**src/rtl/sync_align_pkg.sv**
```systemverilog
// Shared definitions for the VGA control-bundle delay aligner.
package sync_align_pkg;

    localparam int SYNC_IDX_HS    = 0;
    localparam int SYNC_IDX_VS    = 1;
    localparam int SYNC_IDX_BLANK = 2;

    localparam logic [2:0] SYNC_IDLE_LEVEL = 3'b011;

    typedef enum logic {
        FILL = 1'b0,
        RUN  = 1'b1
    } sync_state_e;

    function automatic int unsigned sync_clamp(input int unsigned req,
                                               input int unsigned max_d);
        if (req == 0)
            return 1;
        if (req > max_d)
            return max_d;
        return req;
    endfunction

endpackage

```
**src/rtl/sync_delay_ram.sv**
```systemverilog
// Circular history buffer: written every cycle, read combinationally by index.
module sync_delay_ram #(
    parameter int DEPTH = 16,
    parameter int DW    = 3,
    parameter int AW    = $clog2(DEPTH)
) (
    input  logic          clk,
    input  logic [AW-1:0] waddr,
    input  logic [DW-1:0] wdata,
    input  logic [AW-1:0] raddr,
    output logic [DW-1:0] rdata
);

    logic [DW-1:0] mem [DEPTH];

    always_ff @(posedge clk) begin
        mem[waddr] <= wdata;
    end

    assign rdata = mem[raddr];

endmodule

```
**src/rtl/sync_delay_aligner.sv**
```systemverilog
// Programmable hsync/vsync/blank delay line with flush/refill on reconfig.
// Define SYNC_ALIGN_FRAME_LOCK_EN to defer new delays to a vsync falling edge.
module sync_delay_aligner
    import sync_align_pkg::*;
#(
    parameter int              MAX_DELAY     = 16,
    parameter int              DW            = 3,
    parameter int              DEFAULT_DELAY = 4,
    parameter logic [DW-1:0]   IDLE_LEVEL    = SYNC_IDLE_LEVEL
) (
    input  logic                         clk,
    input  logic                         rst,
    input  logic [DW-1:0]                sig_in,
    input  logic [$clog2(MAX_DELAY):0]   cfg_delay,
    input  logic                         cfg_valid,
    output logic                         cfg_ready,
    output logic [DW-1:0]                sig_out,
    output logic                         out_valid,
    output logic [$clog2(MAX_DELAY):0]   cur_delay
);

    localparam int AW = $clog2(MAX_DELAY);
    localparam int CW = AW + 1;

    sync_state_e   state;
    logic [AW-1:0] wr_ptr;
    logic [AW-1:0] rd_idx;
    logic [CW-1:0] fill_cnt;
    logic [CW-1:0] cfg_clamped;
    logic [DW-1:0] rd_data;
    logic          apply;
    logic [CW-1:0] new_delay;

    assign cfg_clamped = CW'(sync_clamp(32'(cfg_delay), MAX_DELAY));

    // Natural wrap also covers cur_delay == MAX_DELAY (reads the slot being overwritten).
    assign rd_idx = wr_ptr - cur_delay[AW-1:0];

    sync_delay_ram #(
        .DEPTH (MAX_DELAY),
        .DW    (DW),
        .AW    (AW)
    ) u_ram (
        .clk   (clk),
        .waddr (wr_ptr),
        .wdata (sig_in),
        .raddr (rd_idx),
        .rdata (rd_data)
    );

`ifdef SYNC_ALIGN_FRAME_LOCK_EN
    logic          pending;
    logic [CW-1:0] pend_delay;
    logic          vs_prev;
    logic          vs_fall;

    assign cfg_ready = (state == RUN) && !pending;
    assign apply     = pending && vs_fall;
    assign new_delay = pend_delay;

    always_ff @(posedge clk or posedge rst) begin
        if (rst) begin
            pending    <= 1'b0;
            pend_delay <= '0;
            vs_prev    <= 1'b0;
            vs_fall    <= 1'b0;
        end else begin
            vs_prev <= sig_in[SYNC_IDX_VS];
            vs_fall <= vs_prev && !sig_in[SYNC_IDX_VS];
            if (cfg_valid && cfg_ready) begin
                pending    <= 1'b1;
                pend_delay <= cfg_clamped;
            end else if (apply) begin
                pending <= 1'b0;
            end
        end
    end
`else
    assign cfg_ready = (state == RUN);
    assign apply     = cfg_valid && cfg_ready;
    assign new_delay = cfg_clamped;
`endif

    always_ff @(posedge clk or posedge rst) begin
        if (rst) begin
            state     <= FILL;
            cur_delay <= CW'(DEFAULT_DELAY);
            wr_ptr    <= '0;
            fill_cnt  <= '0;
            sig_out   <= IDLE_LEVEL;
            out_valid <= 1'b0;
        end else begin
            wr_ptr <= wr_ptr + 1'b1;
            if (apply) begin
                cur_delay <= new_delay;
                fill_cnt  <= '0;
                state     <= FILL;
                sig_out   <= IDLE_LEVEL;
                out_valid <= 1'b0;
            end else begin
                unique case (state)
                    FILL: begin
                        if (fill_cnt == cur_delay - CW'(1)) begin
                            state     <= RUN;
                            sig_out   <= rd_data;
                            out_valid <= 1'b1;
                        end else begin
                            fill_cnt <= fill_cnt + 1'b1;
                        end
                    end
                    RUN: begin
                        sig_out <= rd_data;
                    end
                    default: state <= FILL;
                endcase
            end
        end
    end

endmodule

```
**config.mk**
```make
export PLATFORM = sky130hd
export DESIGN_NAME = sync_delay_aligner
export DESIGN_NICKNAME = d
export VERILOG_FILES = /design/src/rtl/sync_align_pkg.sv /design/src/rtl/sync_delay_ram.sv /design/src/rtl/sync_delay_aligner.sv
export SDC_FILE = /design/constraint.sdc
export NUM_CORES = 1
export LEC_CHECK = 0
export ABC_CLOCK_PERIOD_IN_PS = 2400
export CAP_MARGIN = 25
export CORE_MARGIN = 4
export CORE_UTILIZATION = 52
export CTS_CLUSTER_SIZE = 25
export DETAILED_ROUTE_END_ITERATION = 7
export GPL_TIMING_DRIVEN = 0
export PLACE_DENSITY = 0.83
export SYNTH_ARGS = -nofsm -noshare
export SYNTH_HDL_FRONTEND = slang
export SYNTH_SLANG_ARGS = --single-unit
```
**constraint.sdc**
```tcl
create_clock -name clk -period 2.4 [get_ports clk]
set_input_delay 0.48 -clock clk [delete_from_list [all_inputs] [get_ports clk]]
set_output_delay 0.48 -clock clk [all_outputs]
set_load 0.02 [all_outputs]
```
# == Word-level counts from Yosys, hierarchy flattened ==
# Memories as Yosys holds them, arrays and structs flattened.
# Cells that the tools add are included.
# totals
input_bits,11
memories,1
mem_bits_rw,48
word_cells,41
reg_bits,19
output_inout_bits,10
# op_classes
n_bitwise,1
eq_ne,4
reduce_logical,5
n_lt_le_gt_ge,1
mux,19
addsub,4
# memory_table
name,words,width,rd,rd_ports_with_merged_regs,wr,line_no,rtl
u_ram.mem,16,3,1,0,1,sync_delay_ram.sv:14,logic [DW-1:0] mem [DEPTH];
# ops
operator,count
$mux 5,6
$mux 1,10
$mux 3,2
$pmux 3 s2,1
$add 5x1->5 const B,1
$eq 5x5->1,1
$gt 5x5->1 const B,1
$logic_not 5->1,1
$sub 5x1->5 const B,1
$add 4x1->4 const B,1
$reduce_and 2->1,2
$sub 4x4->4,1
$ne 3x3->1 const B,1
$ne 2x1->1 const B,1
$ne 2x2->1 const B,1
$reduce_bool 2->1,1
$logic_and 1x1->1,1
$not 1->1,1

# == Logic depth before layout (Yosys ltp) ==
# logic_depth
ltp_word,5
mapped_depth,9
mapped_depth_nobuf,9

# == Cells and area by module ==
# A second synthesis with hierarchy kept.
# hier_totals
cells_unflattened,202
area_unflattened_um2,3032.9
# modules_own_cells
mod,instances,area_each_um2,cells_per_inst,seq_area_each_um2
sync_delay_ram,1,1944.4,99,1441.4
sync_delay_aligner,1,1088.5,103,479.2

# == Worst setup path after synthesis ==
# Ideal clock, no wire load.
# synth_timing
path_type,register to register
start,register cur_delay[0]
end,register sig_out[0]
arrival_time_ps,2332
required_ps,2320
path_buffers,1
setup_ps,80
path_stages_with_launch,9
setup_slack_ps,-12
period_less_slack_ps,2412
path_cell_list,dfrtp_1 > ha_1 > inv_1 > fa_1 > buf_1 > mux4_2 > mux2i_1 > mux2i_1 > o22a_1
# synth_via
elab_chain_cells,5
word_cells_on_any_way,8
classes_between,add/sub: 2; eq/ne: 2; mux: 3; memory: 1
# synth_lines
element,line_no,rtl
from (decl),sync_delay_aligner.sv:19,output logic [$clog2(MAX_DELAY):0] cur_delay
from (signal assigned),sync_delay_aligner.sv:87,cur_delay <= CW'(DEFAULT_DELAY);
from (signal assigned),sync_delay_aligner.sv:95,cur_delay <= new_delay;
$sub 4x4->4,sync_delay_aligner.sv:37,assign rd_idx = wr_ptr - cur_delay[AW-1:0];
$mem_v2 16x3,-,
$mux 3,sync_delay_aligner.sv:103,if (fill_cnt == cur_delay - CW'(1)) begin
$pmux 3 s2,sync_delay_aligner.sv:101,unique case (state)
$mux 3,sync_delay_aligner.sv:94,if (apply) begin
to (signal assigned),sync_delay_aligner.sv:105,sig_out <= rd_data;
to (signal assigned),sync_delay_aligner.sv:112,sig_out <= rd_data;
to (decl),sync_delay_aligner.sv:17,"output logic [DW-1:0] sig_out,"
# Parallel ways exist; a longest one is shown, timed or not. The select of a mux whose other input is x is not followed.
# A chain may end at the register's enable or synchronous reset.

# == Final worst setup path ==
# layout_timing
start,register wr_ptr[0]
end,register sig_out[1]
# layout_via
elab_chain_cells,5
# layout_lines
element,line_no,rtl
from (decl),sync_delay_aligner.sv:26,logic [AW-1:0] wr_ptr;
from (signal assigned),sync_delay_aligner.sv:93,wr_ptr <= wr_ptr + 1'b1;
$sub 4x4->4 *,sync_delay_aligner.sv:37,
$mem_v2 16x3 *,-,
$mux 3,sync_delay_aligner.sv:103,
$pmux 3 s2 *,sync_delay_aligner.sv:101,
$mux 3 *,sync_delay_aligner.sv:94,
# Mark *: on every way between the ends. The rest lies on a longest branch, timed or not. The select of a mux whose other input is x is not followed.

==> flow_summary_export.csv <==
group,metric,value,unit
cts,clockRootBuffer,"clkbuf_8",
power_and_ir_drop,p_leak,1.33,nW
yosys,synth_top_area_share,47.6,%
sta,relSlewSlack,51.4,%
final_layout,fin_nets,253,
sta,finClkSkew,0.00778,ns
flow_run,drv_cap,0,
yosys,synth.distinct_cells,42,
cts,cts.reportedPaths.clkPinSlew,0.08,ns
detailed_routing,drt.antenna.violating_nets,0,
yosys,yosysWarnings,0,
power_and_ir_drop,power.share.switching,35.3,%
yosys,synth_area_leader_cell,"edfxtp_1",
critical_path,crit_fanout,5,
power_and_ir_drop,p_total,4.03,mW
power_and_ir_drop,power.internal,2.60,mW
sta,rsz0062_at_grt,"yes",
yosys,synth.area.top_cells,"edfxtp_1 48%, dfrtp_1 13%, mux4_2 8.9%",
yosys,seq_area_frac_synth,63.5,%
status,status,"finished, final reports clean",
critical_path,cpMostUsedCell,"inv_2",
detailed_routing,first_pass_iters,4,
die,initial_core_util,54.3,%
detailed_routing,drc,0,
critical_path,rrSetupSlack,0.01,ns
final_layout,num_antenna_cells,0,
global_route,grt_use_total,16.9,%
die,ioPinCount,21,
sta,fmax,419,MHz
place,gp_congestion,0.759,
yosys,yosysMostFrequentCell,"edfxtp_1",
critical_path,slowest_delay,0.65,ns
yosys,netlist_instances,195,
place,port_buffers,20,
yosys,synth_commonest_cells,"48 x edfxtp_1, 16 x dfrtp_1, 12 x mux4_2",
power_and_ir_drop,power-per-cell-area,1120,mW/mm^2
global_route,grt_pass1_wl,9200,um
die,die_area,0.00710,sq mm
detailed_routing,routed_wl,5570,um
die,coreArea,0.00557,sq mm
place,pre_cts_slack,-0.154,ns
sta,hold_viol_final,0,
yosys,syn-num-nets,216,
critical_path,crit_path_end_kind,"flop",
yosys,ys.flop_type,"edfxtp_1",
sta,holdWs,0.486,ns
sta,setup_viol,0,
yosys,async_reset_ff_share,28.4,%
critical_path,crit_chain,"inv_2, ha_4, inv_2, fa_2, buf_8, mux4_2, mux2i_2, mux2i_1, o22a_1",
final_layout,drive_gt1_share,24.1,%
detailed_routing,routed_via_density,5.69,
worst_hold_path,hold_path.class,"flop to flop",
cts,cts_tree,"built",
cts,cts_num_sinks,67,
yosys,netlist_area,0.00303,sq mm
global_route,overflow,0,
yosys,avgSynthCellArea,15.5,sq um
power_and_ir_drop,p_sw,1.42,mW
cts,clockBufferDepth,2,
die,die_h,84.3,um
critical_path,cp_slowest_cell,"fa_2",
critical_path,cp.required,2.67,ns
sta,drv_slew,0,
final_layout,area_delta_synth_final,18.9,%
global_route,antenna_found_initial,0,
power_and_ir_drop,p_seq_share,38.0,%
power_and_ir_drop,peakVddDrop,572,uV
power_and_ir_drop,combPwrFrac,41.3,%
place,dp_hpwl,3760,um
final_layout,fin_util,64.5,%
sta,finalWorstSetupSlack,0.0146,ns
detailed_routing,vias,1758,
sta,period_share,99.4,%
yosys,ys_seq_elements,67,
detailed_routing,wl_per_cell,18.0,um
sta,fin_crit,2.39,ns
critical_path,worstSetupPathType,"flop to flop",
cts,ctsHoldBuffers,0,
cts,cts_max_level,3,
sta,tightest_slew,0.728,ns
critical_path,cp-start-kind,"flop",
global_route,grt_start_max_net_pins,20,
final_layout,fillCellCount,383,
detailed_routing,drt_iter0_drc,162,
die,row_count,27,
die,die_x,84.3,um
cts,clock_latency,0.34,ns
power_and_ir_drop,pwr-share-clk,20.8,%
cts,cts_buffers,9,
critical_path,critPathArrivalTime,2.66,ns
global_route,grt_pass1_vias,1788,
yosys,synth_edf_count,48,
## path summary, 6_finish.rpt
kind                                 from  cells past startpoint           end
worst max-delay path            wr_ptr[0]                      9    sig_out[1]
worst min-delay path            out_valid                      2     out_valid
worst max register to register  wr_ptr[0]                      9    sig_out[1]
worst min register to register  out_valid                      2     out_valid
max in group asynchronous             rst                      2  cur_delay[0]
min in group asynchronous             rst                      2  cur_delay[4]
## flip-flops by register name, summed over array words and instances, names as in the netlist
name       cells
fill_cnt       5
cur_delay      5
sig_out        3
out_valid      1
cfg_ready      1
wr_ptr         4
u_ram.mem     48
## kinds of logic after synthesis
| group | after synthesis | synth area share, % |
|---|---|---|
| DFF | 67 | 63.5 |
| buffers and inverters | 15 | 2.23 |
| AOI/OAI and AO/OA | 22 | 5.29 |
| xor gates and xnor gates | 10 | 2.89 |
| and+or+nand+nor | 49 | 9.39 |
| muxes | 22 | 12.3 |
| adders and majority gates | 10 | 4.38 |
## power by group through the flow
stage          combinational, mW  sequential (mW)  clock (mW)
3_5_place_dp                1.54             1.55           0
3_3_place_gp                1.50             1.54           0
6_report                    1.66             1.53       0.836
4_1_cts                     1.60             1.52       0.839
5_1_grt                     1.81             1.55       0.891
2_1_floorplan               1.06             1.61           0
## per-layer routing
metal / GRT usage [%] / up-vias / routed length (um)
met2: 26.2 / 45 / 2790
met5: 0 / - / 0
li1: - / 808 / -
met3: 2.94 / 12 / 232
met1: 23.2 / 893 / 2410
met4: 8.77 / 0 / 137
## worst max-delay path, delay by kind of cell (launching register included)
kind | cells | cell delay (ns)
adder cells (fa/ha/maj) | 2 | 0.78
multiplexers | 3 | 0.62
AO/OA/AOI/OAI | 1 | 0.20
buffers and inverters | 3 | 0.29
flip-flops | 1 | 0.42
## stage by stage
| stage | TNS, ns | instance area (sq um) | instances |
|---|---|---|---|
| after floorplan | 0 | 3030 | 195 |
| after global placement | -0.266 | 3320 | 287 |
| after detailed placement | -0.413 | 3320 | 287 |
| after CTS | 0 | 3520 | 303 |
| after global routing | -0.0377 | 3600 | 309 |
| final | 0 | 3600 | 309 |
## placed cells by master, fill, tap and decap left out, drive strengths merged, types with 3 or more instances in the layout
cell,n
xor2,6
xnor2,4
mux2i,8
edfxtp,48
and2,9
dfrtp,16
nor2,4
inv,10
o21ai,7
and3,4
ha,9
mux4,12
nand2,10
o31ai,4
clkinv,4
nand3,7
clkdlybuf4s50,20
clkbuf,14
buf,8
nand2b,5
nor3b,3
dfstp,3
## final cells by class
| type | instances | area [sq um] | share of cell area, % |
|---|---|---|---|
| sequential | 67 | 1920 | 53.4 |
| multi-input combinational | 113 | 1070 | 29.7 |
| timing repair buffer | 26 | 263 | 7.30 |
| clock buffer | 9 | 124 | 3.44 |
| tap | 72 | 90.1 | 2.50 |
| clock inverter | 7 | 52.6 | 1.46 |
| buffer | 7 | 48.8 | 1.36 |
| inverter | 8 | 30.0 | 0.835 |
## repair_timing
item	CTS	global route
resized for setup	7	5
endpoints found under the hold margin	0	0
cloned	0	1
pin swaps	0	2
buffers inserted	0	5
setup endpoints to repair	3	3
Note: power is estimated with default switching activity, not from simulation.
